File: src/rtl/debug_dump_uart.sv
// Debug register dump over UART 8N1.
// A start pulse latches the fetch PC. The block then walks debug_reg_select
// through every register and captures each value. It streams
// HEADER, PC[4], R0[4] .. R15[4] out on tx, each word MSB-first.
// The FSM computes each tx bit one cycle ahead; r_tx registers it.
// So tx, done and debug_reg_select all appear one cycle after the FSM state that produces them.
module debug_dump_uart #(
  parameter int unsigned CLKS_PER_BIT = 868,
  parameter int unsigned NUM_REGS     = 16,
  parameter logic [7:0]  HEADER       = 8'hA5
) (
  input  logic        clk,
  input  logic        reset,
  input  logic        start,
  input  logic [31:0] fetch_pc,
  output logic [3:0]  debug_reg_select,
  input  logic [31:0] debug_reg_out,
  output logic        tx,
  output logic        busy,
  output logic        done
);

  localparam int unsigned TW = 16;
  localparam int unsigned SW = 3;

  localparam logic [SW-1:0] S_IDLE     = 3'd0;
  localparam logic [SW-1:0] S_SEND_HDR = 3'd1;
  localparam logic [SW-1:0] S_SEND_PC  = 3'd2;
  localparam logic [SW-1:0] S_SEL      = 3'd3;
  localparam logic [SW-1:0] S_CAP      = 3'd4;
  localparam logic [SW-1:0] S_SEND_REG = 3'd5;
  localparam logic [SW-1:0] S_FIN      = 3'd6;

  logic [SW-1:0] r_state;
  logic [SW-1:0] w_next_state;
  logic [TW-1:0] r_timer;
  logic [3:0]    r_bit_idx;
  logic [1:0]    r_byte_idx;
  logic [3:0]    r_reg_idx;
  logic [31:0]   r_buf;
  logic          r_tx;
  logic          r_busy;
  logic          r_done;
  logic [3:0]    r_sel;

  logic          w_accept;
  logic          w_sending;
  logic          w_word_state;
  logic          w_bit_end;
  logic          w_byte_end;
  logic          w_word_end;
  logic          w_last_reg;
  logic [7:0]    w_cur_byte;
  logic [2:0]    w_data_idx;
  logic          w_tx_c;

  // Start is ignored while a frame runs and during the done cycle.
  assign w_accept     = (r_state == S_IDLE) && start && !r_done;
  assign w_sending    = (r_state == S_SEND_HDR) || (r_state == S_SEND_PC) ||
                        (r_state == S_SEND_REG);
  assign w_word_state = (r_state == S_SEND_PC) || (r_state == S_SEND_REG);
  assign w_bit_end    = w_sending && (r_timer == TW'(CLKS_PER_BIT - 1));
  assign w_byte_end   = w_bit_end && (r_bit_idx == 4'd9);
  assign w_word_end   = w_byte_end && (r_byte_idx == 2'd3);
  assign w_last_reg   = (r_reg_idx == 4'(NUM_REGS - 1));
  assign w_cur_byte   = (r_state == S_SEND_HDR) ? HEADER : r_buf[31:24];
  assign w_data_idx   = 3'(r_bit_idx - 4'd1);

  // Next-state logic
  always_comb begin
    w_next_state = r_state;
    case (r_state)
      S_IDLE:     if (w_accept) w_next_state = S_SEND_HDR;
      S_SEND_HDR: if (w_byte_end) w_next_state = S_SEND_PC;
      S_SEND_PC:  if (w_word_end) w_next_state = S_SEL;
      S_SEL:      w_next_state = S_CAP;
      S_CAP:      w_next_state = S_SEND_REG;
      S_SEND_REG: if (w_word_end) w_next_state = w_last_reg ? S_FIN : S_SEL;
      S_FIN:      w_next_state = S_IDLE;
      default:    w_next_state = S_IDLE;
    endcase
  end

  // Serial bit for the current slot: start, 8 data bits LSB-first, stop
  always_comb begin
    w_tx_c = 1'b1;
    if (w_sending) begin
      case (r_bit_idx)
        4'd0:    w_tx_c = 1'b0;
        4'd9:    w_tx_c = 1'b1;
        default: w_tx_c = w_cur_byte[w_data_idx];
      endcase
    end
  end

  // State register
  always_ff @(posedge clk or posedge reset) begin
    if (reset) r_state <= S_IDLE;
    else       r_state <= w_next_state;
  end

  // Bit timer and bit index; both park at zero outside send states
  always_ff @(posedge clk or posedge reset) begin
    if (reset) begin
      r_timer   <= '0;
      r_bit_idx <= '0;
    end else if (w_sending) begin
      r_timer <= w_bit_end ? '0 : r_timer + TW'(1);
      if (w_bit_end) r_bit_idx <= (r_bit_idx == 4'd9) ? 4'd0 : r_bit_idx + 4'd1;
    end else begin
      r_timer   <= '0;
      r_bit_idx <= '0;
    end
  end

  // Word shift buffer, byte index and register index
  always_ff @(posedge clk or posedge reset) begin
    if (reset) begin
      r_buf      <= '0;
      r_byte_idx <= '0;
      r_reg_idx  <= '0;
    end else if (w_accept) begin
      r_buf      <= fetch_pc;
      r_byte_idx <= '0;
      r_reg_idx  <= '0;
    end else if (r_state == S_CAP) begin
      r_buf <= debug_reg_out;
    end else if (w_byte_end && w_word_state) begin
      r_buf      <= {r_buf[23:0], 8'h00};
      r_byte_idx <= r_byte_idx + 2'd1;
      if ((r_state == S_SEND_REG) && (r_byte_idx == 2'd3))
        r_reg_idx <= w_last_reg ? 4'd0 : r_reg_idx + 4'd1;
    end
  end

  // Registered outputs
  always_ff @(posedge clk or posedge reset) begin
    if (reset) begin
      r_tx   <= 1'b1;
      r_busy <= 1'b0;
      r_done <= 1'b0;
      r_sel  <= '0;
    end else begin
      r_tx   <= w_tx_c;
      r_done <= (r_state == S_FIN);
      if (w_accept)              r_busy <= 1'b1;
      else if (r_state == S_FIN) r_busy <= 1'b0;
      if (r_state == S_SEL)      r_sel <= r_reg_idx;
      else if (r_state == S_FIN) r_sel <= '0;
    end
  end

  assign tx               = r_tx;
  assign busy             = r_busy;
  assign done             = r_done;
  assign debug_reg_select = r_sel;

endmodule

File: config.mk
export PLATFORM = sky130hd
export DESIGN_NAME = debug_dump_uart
export DESIGN_NICKNAME = d
export VERILOG_FILES = /design/src/rtl/debug_dump_uart.sv
export SDC_FILE = /design/constraint.sdc
export NUM_CORES = 1
export LEC_CHECK = 0
export CAP_MARGIN = 15
export CORE_ASPECT_RATIO = 1.5
export CORE_UTILIZATION = 37
export CTS_CLUSTER_SIZE = 20
export DETAILED_ROUTE_END_ITERATION = 12
export SLEW_MARGIN = 20
export SYNTH_ARGS = -nofsm -noshare
export SYNTH_HDL_FRONTEND = slang
export SYNTH_SLANG_ARGS = --single-unit
File: constraint.sdc
create_clock -name clk -period 3.6 [get_ports clk]
set_input_delay 0.9 -clock clk [delete_from_list [all_inputs] [get_ports clk]]
set_output_delay 0.9 -clock clk [all_outputs]
set_load 0.03 [all_outputs]
==> flow_summary_export.csv <==
group,metric,value,unit
status,status,"complete, no violations",
layout,layout-drive-gt1-share,0.0570,
setup_path,worstPathMaxFanout,27,
timing,max_freq,379,MHz
timing,finalClockSkew,10.2,ps
pwr,internal-power,1.46,mW
layout,multiInputGateArea,0.00189,sq mm
layout,fillers,936,
clocking,clk_latency,330,ps
layout,final_core_util,0.500,
run,cap_violations,0,
floorplanning,die_h,125,um
layout,final_nets,577,
hold_path,hold_start,"r_byte_idx[0]$_DFFE_PP0P_",
clocking,clock-root-buffer,"clkbuf_16",
setup_path,cp.required,3850,ps
placement,dp_cells,608,
logic_synthesis,syn_inst,440,
clocking,ctsResizeCount,0,
global_routing,grt_usage,0.198,
logic_synthesis,synth_top_area_frac,0.449,
placement,place_ws,591,ps
global_routing,grt_pass1_vias,3414,
global_routing,antenna_found_initial,0,
floorplanning,die_w,84.1,um
logic_synthesis,ys_seq_area_frac,0.456,
pwr,p_per_area,377,mW/mm^2
clocking,htreeDepth,3,
hold_path,hold_path_class,"flop to flop",
setup_path,arrival,2880,ps
clocking,cts_buffer_depth,2,
logic_synthesis,synth_seq_cells,68,
detailed_routing,drcViolationCount,0,
timing,setup_violations,0,
pwr,p_switching,376,uW
detailed_routing,avgViaCountPerCell,5.37,
global_routing,overflow,0,
clocking,cts_inserted_buffers,9,
pwr,switching_share,0.204,
floorplanning,io_pins,74,
placement,gp_congestion,0.794,
timing,final_hold_viol_count,0,
timing,setup_ws,964,ps
clocking,clock_sinks,68,
detailed_routing,drtAntennaViolNets,0,
logic_synthesis,synthesis.nets,513,
layout,diodes,0,
timing,worst_pin_slew,817,ps
clocking,cts_tree,"done",
logic_synthesis,ys_types,52,
pwr,seq_power_share,0.431,
timing,drv_slew,0,
logic_synthesis,async_flop_share,1.00,
detailed_routing,wire_per_inst,15.1,um
logic_synthesis,syn-cell-area,0.00374,sq mm
floorplanning,start_util,0.384,
layout,seq_area,0.00170,sq mm
timing,rsz0062_at_grt,"no",
logic_synthesis,synth_edf_count,0,
placement,io_buffers,73,
logic_synthesis,synth_top_area_cell,"dfrtp_1",
layout,final_common_cell,"nand2_1",
setup_path,r2r-start,"r_state[0]$_DFFE_PP0P_",
pwr,pwr-share-comb,0.064,
placement,dp.final_hpwl,6700,um
setup_path,start_kind,"input pin",
logic_synthesis,synth_area_per_cell,8.49,sq um
floorplanning,core_area,0.00974,sq mm
timing,min_period_over_period,0.732,
pwr,leakage,2.08,nW
detailed_routing,wirelength,9400,um
pwr,total_power,1.84,mW
logic_synthesis,synth_area_leaders,"dfrtp_1 (45%), nand2_1 (9.6%), o21ai_1 (5.8%)",
detailed_routing,num_vias,3351,
detailed_routing,drt_iter0_drc,169,
layout,final_cell_mix,"nand2_1 (96), clkdlybuf4s50_1 (73), dfrtp_1 (67), o21ai_1 (43), and3_1 (28)",
timing,setup_tns,0,ps
logic_synthesis,ys.flop_type,"dfrtp_1",
setup_path,crit_type,"input pin to flop",
setup_path,startpoint,"start",
logic_synthesis,yosys_warnings,0,
timing,relSlewSlack,0.456,
pwr,clkPwrFrac,0.506,
layout,stdcell_count,624,
pwr,ir_drop,206,uV
clocking,postCtsSetupRepairBufs,0,
clocking,ctsHoldBuffers,0,
global_routing,grt_pass1_wl,16400,um
floorplanning,fp-row-count,44,
setup_path,end_kind,"flop",
detailed_routing,first_pass_iters,4,
global_routing,grt_max_degree,69,
timing,timing.final.crit_period,2640,ps
clocking,clk_pin_slew,50,ps
layout,area_growth,30.5,%
floorplanning,die-area,0.0105,sq mm
## synth_stat cells, types with 8 or more instances
library cell	number
clkbuf_1	15
o21ai_1	43
xor2_1	9
and3_1	28
inv_1	13
a31oi_1	9
a21oi_1	8
nand2_1	96
nor2_1	21
buf_2	8
a22oi_1	13
nand3_1	12
o21ai_0	19
dfrtp_1	67
## registers in the layout (all words and copies together) (netlist names)
name              count
busy                  1
debug_reg_select      4
done                  1
r_bit_idx             4
r_buf                32
r_byte_idx            2
r_reg_idx             4
r_state               3
r_timer              16
tx                    1
## routing by layer
metal	global-route usage	up-vias	wire length, um
li1	-	1669	-
met1	0.234	1596	3840
met2	0.340	69	4950
met3	0.0429	17	344
met4	0.0892	0	258
met5	0	-	0
## power groups by stage
stage / clock network [mW] / registers (mW) / logic (mW)
3_3_place_gp: 0 / 0.806 / 0.119
3_5_place_dp: 0 / 0.806 / 0.120
6_report: 0.931 / 0.793 / 0.117
5_1_grt: 0.978 / 0.794 / 0.131
2_1_floorplan: 0 / 0.803 / 0.0342
4_1_cts: 0.952 / 0.792 / 0.120
## critical path: stages
cell,delay [ps]
clkdlybuf4s50_1,470
or4b_1,500
or2_1,550
nand2_1,240
nor3_1,70
a31oi_1,140
## per-stage QoR
| step | hold slack, ps | cell area (sq um) |
|---|---|---|
| global route | 507 | 4880 |
| detailed placement | 476 | 4560 |
| CTS | 486 | 4880 |
| global placement | 472 | 4560 |
| finish | 482 | 4880 |
| floorplan | 454 | 3740 |
## final timing paths
path                                                  end  slack (ps)  cells past startpoint
worst min register to register  r_byte_idx[0]$_DFFE_PP0P_         480                      1
worst max register to register      r_buf[13]$_DFFE_PP0P_        1230                      5
min in group asynchronous           r_buf[17]$_DFFE_PP0P_         970                      3
worst min-delay path            r_byte_idx[0]$_DFFE_PP0P_         480                      1
worst max-delay path                r_buf[13]$_DFFE_PP0P_         960                      6
max in group asynchronous                    tx$_DFF_PP1_        2310                      3
## logic make-up after synthesis
kind of cell,count (synthesis),synth area share
adders and majority gates,6,0.0201
DFF,68,0.456
xor gates and xnor gates,14,0.0328
AOI/OAI and AO/OA,106,0.165
buffers and inverters,38,0.0408
and+or+nand+nor,205,0.274
muxes,3,0.0114
## final cells by class
cell class / instances / share of cell area
clock buffer: 9 / 0.0462
clock inverter: 7 / 0.0187
inverter: 14 / 0.0108
multi-input combinational: 334 / 0.387
sequential: 68 / 0.349
tap: 115 / 0.0295
timing repair buffer: 77 / 0.159
(Power assumes the default switching activity.)
